===== src/rtl/bcd_seq_converter_if.sv =====
// Start/done handshake bundle between a requester and bcd_seq_converter.
// The BIN_W and DIGITS values must match those of the converter attached to the bundle.
interface bcd_seq_converter_if #(
  parameter int BIN_W  = 8,
  parameter int DIGITS = 3
);
  logic                  start;
  logic [BIN_W-1:0]      bin_in;
  logic                  busy;
  logic                  done;
  logic [4*DIGITS-1:0]   bcd_out;
  logic                  ovf;

  modport master (output start, bin_in, input busy, done, bcd_out, ovf);
  modport slave  (input start, bin_in, output busy, done, bcd_out, ovf);
endinterface


===== src/rtl/bcd_seq_converter.sv =====
// Sequential double-dabble binary-to-BCD converter, one bit per cycle.
// Optional macro BCD_BLANK_EN: leading zero digits above the units digit are output as 4'hF.
module bcd_seq_converter #(
  parameter int BIN_W  = 8,
  parameter int DIGITS = 3
) (
  input  logic               clk,
  input  logic               rst,
  bcd_seq_converter_if.slave bus
);
  localparam int BCD_W = 4 * DIGITS;
  localparam int CNT_W = $clog2(BIN_W + 1);
  localparam int CAT_W = BCD_W + BIN_W + 1;

  typedef enum logic [1:0] {IDLE = 2'd0, SHIFT = 2'd1, DONE = 2'd2} state_t;

  state_t             state_r;
  logic [BIN_W-1:0]   bin_r;
  logic [BCD_W-1:0]   acc_r;
  logic               flag_r;
  logic [CNT_W-1:0]   cnt_r;
  logic               busy_r;
  logic               done_r;
  logic [BCD_W-1:0]   bcd_out_r;
  logic               ovf_r;

  logic [CAT_W-1:0]   cat_s;
  logic [BCD_W-1:0]   acc_next_s;
  logic [BIN_W-1:0]   bin_next_s;
  logic               carry_s;

  function automatic logic [BCD_W-1:0] add3_digits(input logic [BCD_W-1:0] acc);
    logic [BCD_W-1:0] res;
    res = acc;
    for (int k = 0; k < DIGITS; k++) begin
      if (acc[4*k +: 4] >= 4'd5) res[4*k +: 4] = acc[4*k +: 4] + 4'd3;
      else                       res[4*k +: 4] = acc[4*k +: 4];
    end
    return res;
  endfunction

  function automatic logic [BCD_W-1:0] format_out(input logic [BCD_W-1:0] acc);
    logic [BCD_W-1:0] res;
    res = acc;
`ifdef BCD_BLANK_EN
    begin
      logic lead;
      lead = 1'b1;
      // Scan down from the top digit; digit 0 is never blanked.
      for (int k = DIGITS - 1; k >= 1; k--) begin
        if (lead && (acc[4*k +: 4] == 4'd0)) res[4*k +: 4] = 4'hF;
        else                                 lead = 1'b0;
      end
    end
`endif
    return res;
  endfunction

  // One double-dabble step: correct digits, then shift {acc, bin} left by one.
  always_comb begin
    cat_s      = {add3_digits(acc_r), bin_r, 1'b0};
    carry_s    = cat_s[CAT_W-1];
    acc_next_s = cat_s[CAT_W-2 -: BCD_W];
    bin_next_s = cat_s[BIN_W-1:0];
  end

  // Conversion sequencer with registered status and result outputs.
  always_ff @(posedge clk) begin
    if (rst) begin
      state_r   <= IDLE;
      bin_r     <= '0;
      acc_r     <= '0;
      flag_r    <= 1'b0;
      cnt_r     <= '0;
      busy_r    <= 1'b0;
      done_r    <= 1'b0;
      bcd_out_r <= '0;
      ovf_r     <= 1'b0;
    end else begin
      case (state_r)
        IDLE, DONE: begin
          if (bus.start) begin
            bin_r   <= bus.bin_in;
            acc_r   <= '0;
            flag_r  <= 1'b0;
            cnt_r   <= CNT_W'(BIN_W);
            state_r <= SHIFT;
            busy_r  <= 1'b1;
            done_r  <= 1'b0;
          end else begin
            state_r <= IDLE;
            busy_r  <= 1'b0;
            done_r  <= 1'b0;
          end
        end
        SHIFT: begin
          acc_r  <= acc_next_s;
          bin_r  <= bin_next_s;
          flag_r <= flag_r | carry_s;
          cnt_r  <= cnt_r - CNT_W'(1);
          if (cnt_r == CNT_W'(1)) begin
            bcd_out_r <= format_out(acc_next_s);
            ovf_r     <= flag_r | carry_s;
            state_r   <= DONE;
            busy_r    <= 1'b0;
            done_r    <= 1'b1;
          end else begin
            state_r   <= SHIFT;
            busy_r    <= 1'b1;
            done_r    <= 1'b0;
          end
        end
        default: begin
          state_r <= IDLE;
          busy_r  <= 1'b0;
          done_r  <= 1'b0;
        end
      endcase
    end
  end

  assign bus.busy    = busy_r;
  assign bus.done    = done_r;
  assign bus.bcd_out = bcd_out_r;
  assign bus.ovf     = ovf_r;
endmodule


===== src/flat_wrapper.sv =====
// flat-port wrapper written by rule: the top's interface ports become plain ports
module bcd_seq_converter_flat 
#(
  parameter int BIN_W  = 8,
  parameter int DIGITS = 3
)
  (clk, rst, bus_start, bus_bin_in, bus_busy, bus_done, bus_bcd_out, bus_ovf);
  bcd_seq_converter_if #(.BIN_W(BIN_W), .DIGITS(DIGITS)) bus_i ();
  input  logic clk;
  input  logic rst;
  input wire logic [$bits(bus_i.start)-1:0] bus_start;
  input wire logic [$bits(bus_i.bin_in)-1:0] bus_bin_in;
  output wire logic [$bits(bus_i.busy)-1:0] bus_busy;
  output wire logic [$bits(bus_i.done)-1:0] bus_done;
  output wire logic [$bits(bus_i.bcd_out)-1:0] bus_bcd_out;
  output wire logic [$bits(bus_i.ovf)-1:0] bus_ovf;
  assign bus_i.start = bus_start;
  assign bus_i.bin_in = bus_bin_in;
  assign bus_busy = bus_i.busy;
  assign bus_done = bus_i.done;
  assign bus_bcd_out = bus_i.bcd_out;
  assign bus_ovf = bus_i.ovf;
  bcd_seq_converter #(.BIN_W(BIN_W), .DIGITS(DIGITS)) u_core (.clk(clk), .rst(rst), .bus(bus_i));
endmodule

===== config.mk =====
export PLATFORM = sky130hd
export DESIGN_NAME = bcd_seq_converter_flat
export DESIGN_NICKNAME = d
export VERILOG_FILES = /design/src/rtl/bcd_seq_converter_if.sv /design/src/rtl/bcd_seq_converter.sv /design/src/flat_wrapper.sv
export SDC_FILE = /design/constraint.sdc
export NUM_CORES = 1
export LEC_CHECK = 0
export CAP_MARGIN = 25
export CORE_ASPECT_RATIO = 2
export CORE_MARGIN = 2
export CORE_UTILIZATION = 35
export DETAILED_ROUTE_END_ITERATION = 10
export PLACE_DENSITY = 0.56
export SLEW_MARGIN = 0
export SYNTH_ARGS = -nofsm -noshare
export SYNTH_HDL_FRONTEND = slang
export SYNTH_SLANG_ARGS = --single-unit

===== constraint.sdc =====
create_clock -name clk -period 2.11 [get_ports clk]
set_input_delay 0.211 -clock clk [delete_from_list [all_inputs] [get_ports clk]]
set_output_delay 0.211 -clock clk [all_outputs]
set_load 0.01 [all_outputs]

# == Word-level counts from Yosys, hierarchy flattened ==
# Index checks and enable logic that the tools add are counted.
# totals
register_bits,42
latch_bits,0
ram_bits,0
rom_bits,0
in_bits,11
out_inout_bits,15
elab_cells,46
memories,0
# op_classes
n_addsub,4
multipliers,0
div_mod_pow,0
magnitude_cmp,3
eq_ne,4
shifts,0
mux,18
bitwise,2
n_reduce_logical,6
# op_table
operator,count
12-bit case mux with 2 select lines,1
4-bit two-way mux,4
8-bit case mux with 2 select lines,1
"4-bit by 2-bit adder with 4-bit output, second input constant",3
"4-bit by 3-bit >= comparator with 1-bit output, second input constant",3
12-bit two-way mux,1
8-bit two-way mux,1
4-bit case mux with 2 select lines,1
1-bit two-way mux,5
"4-bit by 1-bit == test with 1-bit output, second input constant",1
1-bit case mux with 2 select lines,2
2-bit case mux with 2 select lines,1
2-bit AND reduction,2
2-bit OR reduction,2
"4-bit by 1-bit subtractor with 4-bit output, second input constant",1
"2-bit by 1-bit == test with 1-bit output, second input constant",1
"2-bit == test, second input constant",1
2-bit logical NOT,1
2-bit two-way mux,1
"2-bit inequality test, second input constant",1
2-bit nonzero test,1
1-bit NOT,1
1-bit OR,1

# == Logic depth before layout (Yosys ltp) ==
# Gate-level depths: netlist (run 1).
# logic_depth
word_depth,4
ltp_mapped,6
mapped_depth_nobuf,6

# == Worst setup path after synthesis (run 1) ==
# OpenSTA, ideal clock, no wires.
# synth_path
path_type,reg2reg
startpoint,register u_core.cnt_r[0]
endpoint,"register u_core.bcd_out_r[10], in the netlist u_core.bus.bcd_out[10]"
arrival_time_ps,1496
required_time_ps,2037
slack_ps,540
path_stages_with_launch,6
synth_period_minus_slack_ps,1570
cell_sequence,dfxtp_1 ha_1 or3b_4 or3_1 buf_6 o22ai_2
# synth_between
elab_chain_cells,2
# synth_lines
item,line_no,text
from (decl),bcd_seq_converter.sv:21,logic [CNT_W-1:0] cnt_r;
from (signal assigned),bcd_seq_converter.sv:86,cnt_r <= CNT_W'(BIN_W);
from (signal assigned),bcd_seq_converter.sv:100,cnt_r <= cnt_r - CNT_W'(1);
4-bit by 1-bit == test with 1-bit output,bcd_seq_converter.sv:101,if (cnt_r == CNT_W'(1)) begin
2-bit AND reduction (no line),-,
to (signal assigned),bcd_seq_converter.sv:102,bcd_out_r <= format_out(acc_next_s);
to (decl),bcd_seq_converter.sv:24,logic [BCD_W-1:0] bcd_out_r;
# No other way between the ends.
# A chain may end at the register's enable or synchronous reset.

# == Worst setup path after layout (run 1) ==
# layout_path
startpoint,register u_core.cnt_r[0]
endpoint,"register u_core.bcd_out_r[0], in the netlist u_core.bus.bcd_out[0]"
# Same word-level chain as after synthesis.

==> flow_metrics.env, run 1 <==
export IMPL_status="finished clean"
export IMPL_num_rows=37
export IMPL_routed_wl_mm=4.031
export IMPL_hold_viol=0
export IMPL_yosys_area_top_type="dfxtp_1"
export IMPL_hold_path_class="reg -> reg"
export IMPL_drv_slew=0
export IMPL_drt_pass1_iter_count=4
export IMPL_die_h_um=106.8
export IMPL_max_freq_mhz=570.8
export IMPL_maxSlewHeadroom=0.6810
export IMPL_grt_max_degree=24
export IMPL_mappedNetlistNets=223
export IMPL_power_density_nw_per_um2=665.8
export IMPL_num_antenna_cells=0
export IMPL_grt_usage=0.1512
export IMPL_vias=1532
export IMPL_grt_remaining_overflow=0
export IMPL_grt_pass1_wl_mm=7.072
export IMPL_cts_buffers=5
export IMPL_vdd_drop_max_uv=537.2
export IMPL_synth_seq_area_share=0.4438
export IMPL_grt_pass1_vias=1507
export IMPL_clock_sinks=41
export IMPL_post_cts_resized=0
export IMPL_synth_cell_types=30
export IMPL_ctsLongestPathBuffers=2
export IMPL_startpoint_type="flip-flop"
export IMPL_die_area_um2=5916
export IMPL_leakage_uw=0.0007620
export IMPL_die_w_um=55.40
export IMPL_cts_root_buffer="clkbuf_8"
export IMPL_via_per_inst=5.301
export IMPL_antenna_left=0
export IMPL_ys_seq_elements=41
export IMPL_critPathMaxFanout=18
export IMPL_cts_hold_buf=0
export IMPL_fin_nets=250
export IMPL_required_ns=2.29
export IMPL_drtIter0Drc=28
export IMPL_area_growth_pct=22.06
export IMPL_finClkSkew_ns=0.004968
export IMPL_final_util=0.4393
export IMPL_tritoncts="built"
export IMPL_rrSetupSlack_ns=0.36
export IMPL_worstMarginPinSlew_ns=0.4773
export IMPL_antenna_found_initial=0
export IMPL_critPathKind="reg -> reg"
export IMPL_path_clk_slew_ns=0.07
export IMPL_setup_viol=0
export IMPL_arrival_ns=1.93
export IMPL_period_needed_ns=1.752
export IMPL_maxCapViolations=0
export IMPL_post_cts_setup_buffers=0
export IMPL_hold_path_startpoint="u_core.bin_r[6]$_SDFFE_PP0P_"
export IMPL_yosys_warnings=0
export IMPL_endpoint_kind="flip-flop"
export IMPL_fin_tns_setup_ns=0
export IMPL_fillers=511
export IMPL_globalplace_congestion=0.7439
export IMPL_initial_core_util=0.3599
export IMPL_rsz0062_at_grt="false"
export IMPL_io_pins=26
export IMPL_worstSkewPairLatency_ns=0.29
export IMPL_startpoint="u_core.cnt_r[0]$_SDFFE_PP0P_"
export IMPL_core_area_um2=5139
export IMPL_synthCells=204
export IMPL_netlist_top_cells_area="dfxtp_1 44%, a21oi_1 6.5%, ha_1 5.4%"
export IMPL_port_buffers=25
export IMPL_place_hpwl_mm=2.894
export IMPL_avgSynthCellArea_um2=9.065
export IMPL_layout_drive_gt1_share=0.1082
export IMPL_drc=0
export IMPL_htree_levels=2
export IMPL_syn_cell_area_um2=1849
export IMPL_synth_top_area_frac=0.4438
export IMPL_wire_per_inst_um=13.95
export IMPL_finalCritPeriodShare=0.8303
export IMPL_timing_rr_start="u_core.cnt_r[0]$_SDFFE_PP0P_"
-- layout make-up --
| class | count | area [um2] | share of cell area |
|---|---|---|---|
| sequential | 41 | 820.8 | 0.3636 |
| timing repair buffer | 33 | 310.3 | 0.1375 |
| tap | 58 | 72.57 | 0.03215 |
| clock buffer | 7 | 86.33 | 0.03825 |
| multi-input combinational | 139 | 925.9 | 0.4102 |
| inverter | 11 | 41.29 | 0.01829 |
-- critical path: stages (launching register included) --
cell	delay, ns
dfxtp_1	0.40
ha_1	0.16
or3b_4	0.39
nor2_4	0.39
mux2i_1	0.24
nor2_1	0.05
-- state kept, by name, summed over array words and instances (netlist names) --
name and cells:
u_core.bus.ovf 1, u_core.cnt_r 4, u_core.bus.done 1, u_core.state_r 2, u_core.flag_r 1, u_core.acc_r 12
u_core.bin_r 8, u_core.bus.bcd_out 12
-- cell usage after synthesis --
cell type and instances:
o21ai_0 9, a311oi_1 1, mux2_2 3, nor2_1 16, ha_1 8, buf_1 1, dfxtp_1 41, buf_2 4
nor2b_1 2, clkbuf_1 7, or3b_4 1, o22ai_2 6, inv_1 11, buf_6 1, nor4_1 1, nor3_1 4
o32ai_1 1, o22ai_1 5, a22oi_1 9, nand4b_1 3, or3_1 6, nor2_4 1, a21oi_1 24, nor3b_1 7
mux2i_1 1, nand2b_1 12, nand3_1 3, a211oi_1 6, xnor2_1 3, nand2_1 7
-- cell usage in the layout, fill, tap and decap left out, drive strengths merged --
master / netlist / final
a22oi: 9 / 9
clkdlybuf4s50: 0 / 25
ha: 8 / 8
nor2b: 2 / 2
o21ai: 9 / 9
nor3: 4 / 4
a211oi: 6 / 6
mux2i: 1 / 1
a311oi: 1 / 1
mux2: 3 / 3
nor3b: 7 / 7
nand3: 3 / 3
o32ai: 1 / 1
o22ai: 11 / 11
or3b: 1 / 1
a21oi: 24 / 24
nand2: 7 / 7
inv: 11 / 11
dfxtp: 41 / 41
nand2b: 12 / 12
nor4: 1 / 1
clkbuf: 7 / 7
or3: 6 / 6
nor2: 17 / 17
nand4b: 3 / 3
buf: 6 / 8
xnor2: 3 / 3
-- power breakdown --
part	switching [uW]	leakage (uW)	internal [uW]
registers	17.7	0.000333	799
logic	94.2	0.000385	78.9
clock network	254	0.0000443	259
total	365	0.000762	1140
-- metal layers --
metal,global-route usage,up-vias,part of all wire
met1,0.1686,721,0.41
met2,0.2602,27,0.54
li1,-,777,-
met3,0.03860,7,0.031
met4,0.07840,0,0.022
met5,0,-,0
-- stage by stage --
step	instance area, um2	worst slack (ns)	std cells	power (uW)	hold slack, ns
3_3_place_gp	2171	0.3820	282	1009	0.4452
3_5_place_dp	2171	0.3433	282	1011	0.4513
2_1_floorplan	1849	0.5404	204	937.1	0.3718
4_1_cts	2257	0.3213	289	1528	0.4619
5_1_grt	2257	0.1522	289	1588	0.4825
6_report	2257	0.3580	289	1503	0.4596
-- path summary, 6_finish.rpt --
check,to,depth (start not counted)
max,u_core.bus.bcd_out[0]$_SDFFE_PP0P_,5
min,u_core.bin_r[6]$_SDFFE_PP0P_,2
max reg2reg,u_core.bus.bcd_out[0]$_SDFFE_PP0P_,5
min reg2reg,u_core.bin_r[6]$_SDFFE_PP0P_,2
-- cells by family (layout without fill, tap and decap cells) --
| group | after synthesis | count (layout) | share of synthesized area |
|---|---|---|---|
| AO/OA/AOI/OAI | 61 | 61 | 0.2172 |
| adder cells (fa/ha/maj) | 8 | 8 | 0.05413 |
| XOR/XNOR | 3 | 3 | 0.01421 |
| flip-flops | 41 | 41 | 0.4438 |
| buffers and inverters | 24 | 51 | 0.05548 |
| AND/OR/NAND/NOR | 63 | 63 | 0.1915 |
| multiplexers | 4 | 4 | 0.02368 |
Note: power is estimated with default switching activity, not from simulation.
==> run 2, diff against run 1 <==
clock period = 1.83 ns   (was 2.11 ns; I/O delays follow)
==> flow_metrics.env, run 2 (synthesis gave the netlist of run 1 again) <==
export IMPL_fin_nets=252
export IMPL_cts_hold_buf=0
export IMPL_gr_usage_met2=0.2551
export IMPL_via_per_inst=5.258
export IMPL_die_w_um=55.40
export IMPL_num_antenna_cells=0
export IMPL_maxSlewHeadroom=0.7332
export IMPL_area_growth_pct=24.49
export IMPL_dp_slack_ns=0.06154
export IMPL_sequentialPowerShare=0.537
export IMPL_design_area_um2=2302
export IMPL_vdd_drop_max_uv=685.1
export IMPL_status="finished clean"
export IMPL_core_area_um2=5139
export IMPL_mostFrequentLayoutCells="41 x dfxtp_1, 25 x clkdlybuf4s50_1, 24 x a21oi_1, 16 x nor2_1, 12 x nand2b_1"
export IMPL_wire_per_inst_um=13.87
export IMPL_globalplace_congestion=0.7532
export IMPL_critPathKind="reg -> reg"
export IMPL_fin_tns_setup_ns=0
export IMPL_p_sw_uw=431.1
export IMPL_clockPowerShare=0.343
export IMPL_antenna_found_initial=0
export IMPL_power_density_nw_per_um2=761.0
export IMPL_endpoint_kind="flip-flop"
export IMPL_grt_pass1_wl_mm=6.768
export IMPL_use_met1=0.1637
export IMPL_io_pins=26
export IMPL_hold_viol=0
export IMPL_die_h_um=106.8
export IMPL_ctsLongestPathBuffers=2
export IMPL_max_freq_mhz=614.6
export IMPL_grt_remaining_overflow=0
export IMPL_grt_usage=0.1481
export IMPL_finClkSkew_ns=0.003103
export IMPL_leakage_uw=0.0007810
export IMPL_worstMarginPinSlew_ns=0.4002
export IMPL_rrSetupSlack_ns=0.20
export IMPL_place_hpwl_mm=2.886
export IMPL_path_clk_slew_ns=0.07
export IMPL_drtIter0Drc=26
export IMPL_post_cts_setup_buffers=0
export IMPL_endpoint="u_core.bus.bcd_out[9]$_SDFFE_PP0P_"
export IMPL_grt_max_degree=36
export IMPL_startpoint_type="flip-flop"
export IMPL_p_total_uw=1752
export IMPL_maxCapViolations=0
export IMPL_cts_root_buffer="clkbuf_8"
export IMPL_cell_internal_pwr_uw=1321
export IMPL_antenna_left=0
export IMPL_rsz0062_at_grt="false"
export IMPL_tritoncts="built"
export IMPL_switching_share=0.2461
export IMPL_port_buffers=25
export IMPL_vias=1530
export IMPL_drc=0
export IMPL_setup_viol=0
export IMPL_r2r_end="u_core.bus.bcd_out[9]$_SDFFE_PP0P_"
export IMPL_rr_worst_depth=4
export IMPL_p_comb_frac=0.120
export IMPL_seqCellArea_um2=820.8
export IMPL_die_area_um2=5916
export IMPL_drt_pass1_iter_count=4
export IMPL_multi_input_area_um2=930.9
export IMPL_hold_path_class="reg -> reg"
export IMPL_clock_sinks=41
export IMPL_grt_most_used_layer="met2"
export IMPL_fillers=506
export IMPL_use_met3=0.03860
export IMPL_post_cts_resized=0
export IMPL_cts_buffers=5
export IMPL_finalWorstSetupSlack_ns=0.2028
export IMPL_timing_rr_start="u_core.cnt_r[0]$_SDFFE_PP0P_"
export IMPL_initial_core_util=0.3599
export IMPL_layout_drive_gt1_share=0.1202
export IMPL_placed_area_um2=2211
export IMPL_period_needed_ns=1.627
export IMPL_finalCritPeriodShare=0.8892
export IMPL_required_ns=2.06
export IMPL_critPathMaxFanout=8
export IMPL_htree_levels=2
export IMPL_num_rows=37
export IMPL_routed_wl_mm=4.037
export IMPL_startpoint="u_core.cnt_r[0]$_SDFFE_PP0P_"
export IMPL_final_common_cell="dfxtp_1"
export IMPL_grt_pass1_vias=1457
export IMPL_drv_slew=0
export IMPL_arrival_ns=1.86
export IMPL_worstSkewPairLatency_ns=0.30
[run 2: cell count changes in the layout (fill, tap and decap cells not counted), sizes merged]
cell and delta:
buf +2
[run 2: stage by stage]
step	hold WS, ns	cells	utilization
6_report	0.4588	291	0.4480
4_1_cts	0.4614	291	0.4470
5_1_grt	0.4842	291	0.4480
3_5_place_dp	0.4510	284	0.4302
3_3_place_gp	0.4456	284	0.4302
2_1_floorplan	0.3438	204	-
[run 2: power by group through the flow]
stage / logic [uW] / clock network, uW / registers, uW
2_1_floorplan: 120 / 0 / 961
3_3_place_gp: 212 / 0 / 961
3_5_place_dp: 213 / 0 / 962
4_1_cts: 214 / 627 / 941
5_1_grt: 234 / 660 / 945
6_report: 211 / 600 / 941
[run 2: critical path, cell delays in order (launching register included)]
cell     delay [ns]
dfxtp_1        0.39
ha_1           0.17
or3b_4         0.40
or3_4          0.42
o22ai_2        0.18
[run 2: final cells by class]
type                            count  area share
Inverter                           11     0.01793
Tap cell                           58     0.03152
Timing Repair Buffer               35      0.1522
Sequential cell                    41      0.3565
Multi-Input combinational cell    139      0.4043
Clock buffer                        7     0.03750
[run 2: worst min-delay path by stage]
stage / start / end / slack, ns / depth (start not counted)
5_1_grt: u_core.bin_r[6]$_SDFFE_PP0P_ / u_core.bin_r[6]$_SDFFE_PP0P_ / 0.48 / 2
4_1_cts: u_core.bin_r[5]$_SDFFE_PP0P_ / u_core.bin_r[5]$_SDFFE_PP0P_ / 0.46 / 2
3_5_place_dp: u_core.bin_r[5]$_SDFFE_PP0P_ / u_core.bin_r[5]$_SDFFE_PP0P_ / 0.45 / 2
2_1_floorplan: bus_bin_in[0] / u_core.bin_r[0]$_SDFFE_PP0P_ / 0.34 / 2
6_report: u_core.bin_r[6]$_SDFFE_PP0P_ / u_core.bin_r[6]$_SDFFE_PP0P_ / 0.46 / 2
3_3_place_gp: u_core.bin_r[2]$_SDFFE_PP0P_ / u_core.bin_r[2]$_SDFFE_PP0P_ / 0.45 / 2
[run 2: per-layer routing]
metal,part of all wire,up-vias
met4,0.023,0
li1,-,779
met2,0.53,23
met1,0.41,722
met3,0.033,6
met5,0,-
